$ cat src/rtl/modmul_fold_1601.sv
// Sequential modular-multiply front end for q=1601.
// Shift-add multiply (one multiplier bit per cycle), then a single
// congruence-preserving subtraction of Q<<10 so the product fits 21 bits.
module modmul_fold_1601 #(
  parameter int Q      = 1601,
  parameter int W      = 11,
  parameter int DOUT_W = 21
) (
  input  logic              clk,
  input  logic              rst,
  input  logic              in_valid,
  output logic              in_ready,
  input  logic [W-1:0]      din_a,
  input  logic [W-1:0]      din_b,
  output logic              out_valid,
  input  logic              out_ready,
  output logic [DOUT_W-1:0] dout,
  output logic              range_err
);

  localparam int ACC_W = 2 * W;
  localparam int CNT_W = $clog2(W);
  localparam logic [ACC_W-1:0] FOLD_K   = ACC_W'(Q << 10);
  localparam logic [W-1:0]     Q_W      = W'(Q);
  localparam logic [CNT_W-1:0] CNT_LAST = CNT_W'(W - 1);

  typedef enum logic [1:0] {IDLE, MUL, FOLD, DONE} state_t;

  state_t           state, state_nxt;
  logic [W-1:0]     a_q, b_q;
  logic [ACC_W-1:0] acc;
  logic [CNT_W-1:0] cnt;
  logic             err;

  // State register
  always_ff @(posedge clk or posedge rst) begin
    if (rst) state <= IDLE;
    else     state <= state_nxt;
  end

  // Next-state logic; handshake outputs depend on state only
  always_comb begin
    state_nxt = state;
    in_ready  = 1'b0;
    out_valid = 1'b0;
    case (state)
      IDLE: begin
        in_ready = 1'b1;
        if (in_valid) state_nxt = MUL;
      end
      MUL:  if (cnt == CNT_LAST) state_nxt = FOLD;
      FOLD: state_nxt = DONE;
      DONE: begin
        out_valid = 1'b1;
        if (out_ready) state_nxt = IDLE;
      end
      default: state_nxt = IDLE;
    endcase
  end

  // Datapath: operand capture, shift-add accumulate, single fold
  always_ff @(posedge clk or posedge rst) begin
    if (rst) begin
      a_q <= '0;
      b_q <= '0;
      acc <= '0;
      cnt <= '0;
      err <= 1'b0;
    end else begin
      case (state)
        IDLE: if (in_valid) begin
          a_q <= din_a;
          b_q <= din_b;
          acc <= '0;
          cnt <= '0;
          err <= (din_a >= Q_W) | (din_b >= Q_W);
        end
        MUL: begin
          if (b_q[cnt]) acc <= acc + (ACC_W'(a_q) << cnt);
          cnt <= cnt + 1'b1;
        end
        FOLD: if (acc >= FOLD_K) acc <= acc - FOLD_K;
        default: ;
      endcase
    end
  end

  // Result is only presented in DONE; zero otherwise (including under reset)
  always_comb begin
    dout      = '0;
    range_err = 1'b0;
    if (state == DONE) begin
      dout      = acc[DOUT_W-1:0];
      range_err = err;
    end
  end

endmodule
$ cat config.mk
export PLATFORM = sky130hd
export DESIGN_NAME = modmul_fold_1601
export DESIGN_NICKNAME = d
export VERILOG_FILES = /design/src/rtl/modmul_fold_1601.sv
export SDC_FILE = /design/constraint.sdc
export NUM_CORES = 1
export LEC_CHECK = 0
export BUFFER_PORTS_ARGS = -buffer_cell sky130_fd_sc_hd__buf_2
export CAP_MARGIN = 20
export CORE_ASPECT_RATIO = 0.8
export CORE_MARGIN = 2
export CORE_UTILIZATION = 54
export DETAILED_ROUTE_END_ITERATION = 10
export GPL_TIMING_DRIVEN = 0
export PLACE_DENSITY = 0.9
export SLEW_MARGIN = 20
export SYNTH_ARGS = -nofsm -noshare
export SYNTH_HDL_FRONTEND = slang
export SYNTH_SLANG_ARGS = --single-unit
$ cat constraint.sdc
create_clock -name clk -period 3.5 [get_ports clk]
set_clock_uncertainty 0.1 [all_clocks]
set_input_delay 0.175 -clock clk [delete_from_list [all_inputs] [get_ports clk]]
set_output_delay 0.175 -clock clk [all_outputs]
set_load 0.02 [all_outputs]
Word-level counts from Yosys, hierarchy flattened. Cells that the tools add are included.

$add $sub $neg: 3. Order comparisons: 4. Eq/ne operators: 9. Shift operators: 1. Mux-type cells: 16. Bitwise logic cells: 1. Reduce and logical (&&, ||, !) cells: 7.

Operators by type and width (count): $mux W22 (3); $pmux W22 S3 (1); $add A22 B22 Y22 (1); $ge A11 B11 Y1 const B (2); $ge A22 B21 Y1 const B (1); $shl A11 B4 Y22 (1); $sub A22 B21 Y22 const B (1); $mux W21 (1); $ne A2 B2 Y1 const B (5); $pmux W2 S4 (1); $pmux W4 S2 (1); $mux W2 (3); $lt A4 B5 Y1 const B (1); $add A4 B1 Y4 const B (1); $bmux W1 S4 (1); $eq A2 B2 Y1 const B (2); $eq A4 B4 Y1 const B (1); $mux W1 (4); $mux W4 (1); $reduce_and A2 Y1 (2); $reduce_and A4 Y1 (1); $reduce_and A3 Y1 (1); $reduce_bool A3 Y1 (1); $eq A2 B1 Y1 const B (1); other kinds (3) (3).

Register bits: 51. Input port bits: 26. Output and inout bits: 24. Word-level logic and storage cells: 47.

Longest topological paths before layout.
Word-level depth: 4. Gate-level depth with buffers: 17.

Worst setup path before layout. OpenSTA, ideal clock, no wires.

Kind: reg-to-reg. Start point: reg cnt[1]. End point: reg acc[21]. Setup time: 0.126 ns. Arrival time: 3.387 ns. Data required time: 3.274 ns. Setup slack: -0.113 ns. Stages on the path, launching flop included: 17. Buffers on the path: 3. Clock period less this slack: 3.613 ns. Cell sequence: dfrtp_1 > buf_6 > clkbuf_1 > mux2i_1 > mux2_2 > nor2_1 > a21oi_1 > o22ai_1 > ha_1 > clkbuf_1 > and4_1 > nand3_1 > o211ai_1 > nand4bb_1 > a41oi_1 > xnor2_1 > a221o_1.

Longest elaborated chain between the ends: 4. Elaborated cells between the ends (all ways): 8.

RTL lines: start: declaration (RTL line 32) `logic [CNT_W-1:0] cnt;`; start signal: assignment (RTL line 80) `cnt <= cnt + 1'b1;`; $shl A11 B4 Y22 / $bmux W1 S4 (equally long branches) (RTL line 79) `if (b_q[cnt]) acc <= acc + (ACC_W'(a_q) << cnt);`; $add A22 B22 Y22 / $mux W1 (equally long branches) (RTL line 79); $mux W22 / $ne A2 B2 Y1 (equally long branches); $pmux W22 S3 / $reduce_and A4 Y1 (equally long branches); end signal: assignment (RTL line 79); end signal: assignment (RTL line 82) `FOLD: if (acc >= FOLD_K) acc <= acc - FOLD_K;`; end: declaration (RTL line 31) `logic [ACC_W-1:0] acc;`.

Parallel ways exist; a longest one is shown, timed or not. The select of a mux whose other input is x is not followed. A chain may end at the register's enable or synchronous reset.

Final worst setup path.
Start point: reg cnt[1]. End point: reg acc[18].

The elaborated chain is that of the path after synthesis.

==> summary.md <==
| Metric | Value |
|---|---|
| M3 GR Usage | 4.84% |
| Max Fanout on Critical Path | 6 |
| TritonCTS clock tree | done |
| Drt first pass iters | 6 |
| Worst min path class | primary input to flop |
| Met2 global-route usage | 43.9% |
| Final Non-Filler Cells | 706 |
| Total power | 5.53 mW |
| Critical Path AT | 3.89 ns |
| FMAX | 0.265 GHz |
| Final setup fails | 9 |
| Initial antenna violation count | 0 |
| Via count | 4,699 |
| Flop pwr share | 20.7% |
| DRC Markers | 0 |
| Clk sinks | 51 |
| Post-synth EDFFs | 0 |
| Number of distinct library cells after synthesis | 60 |
| Internal Pwr Total | 2.71 mW |
| Root buffer cell | clkbuf_8 |
| Grt total ovfl | 0 |
| Most common cell after layout, fill and taps aside | buf_2 |
| Worst-Skew Late Latency | 0.31 ns |
| Largest net degree at the start of global routing | 34 |
| Commonest cells after routing, fill and taps aside | buf_2, dfrtp_1, nand2_1 |
| Clock transition at path regs | 0.11 ns |
| Die ar. | 8680 µm² |
| Iteration-0 DRC Markers | 567 |
| GR peak layer | met2 |
| Peak supply drop | 0.000657 V |
| Endpoints failing hold | 3 |
| Final nets | 653 |
| Routed wire length | 14.1 mm |
| Global Route Usage Sum | 28.4% |
| Syn_nets | 574 |
| DP HPWL | 8.89 mm |
| Port bufs | 49 |
| Syn Inst Count | 518 |
| Per-cell routed wire length | 20.0 µm |
| Post-Syn Area | 4290 µm² |
| Area growth, synth to finish | 24.4% |
| Met1 GRT Util | 39.8% |
| Min Clock Period, post-route | 3.78 ns |
| Num CTS Buffers | 5 |
| Logic pwr share | 72.3% |
| Cells along the critical path | buf_4 -> mux2i_1 -> a21oi_1 -> mux2i_1 -> o22ai_2 -> ha_1 -> and4_4 -> o2111a_1 -> o31ai_4 -> a211o_1 -> nand3b_1 -> a21oi_2 -> xor2_1 -> o311ai_1 |
| Die X | 104 µm |
| Post-route ant nets | 0 |
| Crit Path Category | flop to flop |
| CP startpoint kind | flop |
| Num rows | 29 |
| IO Count | 50 |
| Ys async rst share | 100% |
| Diodes inserted | 0 |
| Area of placed instances | 4690 µm² |
| Main synth FF type | dfrtp_1 |
| Clock Power Share | 7.0% |
| CP max stage cell | dfrtp_2 |
| CP max stage delay | 0.50 ns |
| Syn avg cell area | 8.29 µm² |
| CP Data Required Time | 3.61 ns |
| Core footprint | 7840 µm² |
| RSZ-0062 raised after global routing | true |
| H-tree level count | 2 |
| Failing checks | hold timing, setup timing |
| Top delay family on crit path | compound AO/OA/AOI/OAI gates |
| Final Max Slew Viols | 0 |
| Worst Tran Pin Value | 0.649 ns |
| Leakage power total | 2.42 nW |
| Gpl congestion | 0.941 |
| Cell mode on critical path | mux2i_1 |
| Fin area | 5340 µm² |
| Register area share after synthesis | 29.7% |
| Via density | 6.66 |
| Vias in the first global route | 4,055 |
| Final Cycle Share | 108% |
| Final worst slack | -0.277 ns |
| Chip height | 83.8 µm |
| Setup crit end kind | flop |
| Register bit total from synthesis | 51 |
| Max Root-Sink Buffers | 2 |
| Hold slack | -0.00216 ns |
| Synth warn | 0 |
| Relative slew margins | 56.8% |
| PwrDens | 1040 nW/µm² |
| Sw Share | 50.9% |
| Initial Utilization | 54.8% |
| Placed insts | 676 |
| Worst Path Buf+Inv | 1 |
| First-pass GRT wire length | 20.1 mm |
| Outcome | complete, but fails checks |
| Max_cap viols | 0 |
| Placement Setup Slack | -0.616 ns |
| Psw | 2.82 mW |
| Layout cells sized above 1 | 31.1% |
-- metrics by stage --
step	setup TNS [ns]	util, %
global route	-1.69	68.1
CTS	-0.0183	63.5
detailed placement	-4.02	59.9
floorplan	0	-
global placement	-3.04	59.6
finish	-1.25	68.1
-- timing repair --
action | 4_1_cts | 5_1_grt
resized for setup | 24 | 66
hold buffers | 1 | 0
pin swaps | 8 | 38
endpoints found under the hold margin | 18 | 0
cloned | 0 | 0
setup endpoints to repair | 13 | 14
buffers inserted | 16 | 14
-- state kept, by name (all words and copies together) (netlist names) --
register and cells:
acc 22, a_q 11, b_q 11, cnt 4
state 2, err 1
-- layout make-up --
cell class / instances / area, µm²
multi-input cells: 419 / 3140
fillers: 592 / 2500
flip-flops and latches: 51 / 1280
repair buffers: 80 / 493
well taps: 108 / 135
inverters: 24 / 103
plain buffers: 16 / 87.6
clock buffers: 6 / 82.6
clock inverters: 2 / 16.3
-- kinds of logic after synthesis --
family | Yosys count | synth area share [%]
xor gates and xnor gates | 17 | 3.47
buffers and inverters | 48 | 4.46
adders and majority gates | 30 | 8.92
and+or+nand+nor | 179 | 20.2
DFF | 51 | 29.7
muxes | 43 | 11.6
AOI/OAI and AO/OA | 150 | 21.6
-- routing by layer --
layer	vias to the layer above	part of all wire (%)
met3	86	9.0
met2	331	46
met1	2243	40
met4	0	5.0
met5	-	0
li1	2039	-
-- worst paths after layout --
check                          from  slack [ns]  depth (start not counted)       end
max                          cnt[1]       -0.28                         14   acc[18]
min                        din_a[0]      -0.002                          2    a_q[0]
max reg2reg                  cnt[1]       -0.28                         14   acc[18]
min reg2reg                  b_q[2]        0.42                          1    b_q[2]
max in group asynchronous       rst        2.47                          4    cnt[0]
min in group asynchronous       rst        0.30                          3  state[0]
-- synthesized netlist by cell type (6+ instances only) --
cell type	number	area share (%)
clkbuf_1	18	1.6
a21o_1	13	2.3
dfrtp_1	51	30
xor2_1	7	1.4
and2_1	19	2.8
nor2_1	49	4.3
o22ai_1	7	1.0
nand2_1	50	4.4
nor3_1	10	1.2
mux2i_1	11	2.6
a21oi_1	31	3.6
o21ai_0	54	6.3
nand3_1	17	2.0
xnor2_1	10	2.0
inv_1	22	1.9
a31oi_1	6	0.87
ha_1	29	8.5
mux2_2	30	7.9
-- power by group through the flow --
stage | Combinational [mW] | Clock (mW) | Sequential [mW]
6_report | 4.00 | 0.388 | 1.14
4_1_cts | 3.22 | 0.384 | 1.10
3_5_place_dp | 2.98 | 0 | 1.10
3_3_place_gp | 2.88 | 0 | 1.08
5_1_grt | 4.26 | 0.408 | 1.17
2_1_floorplan | 2.34 | 0 | 1.00
(Power assumes the default switching activity.)
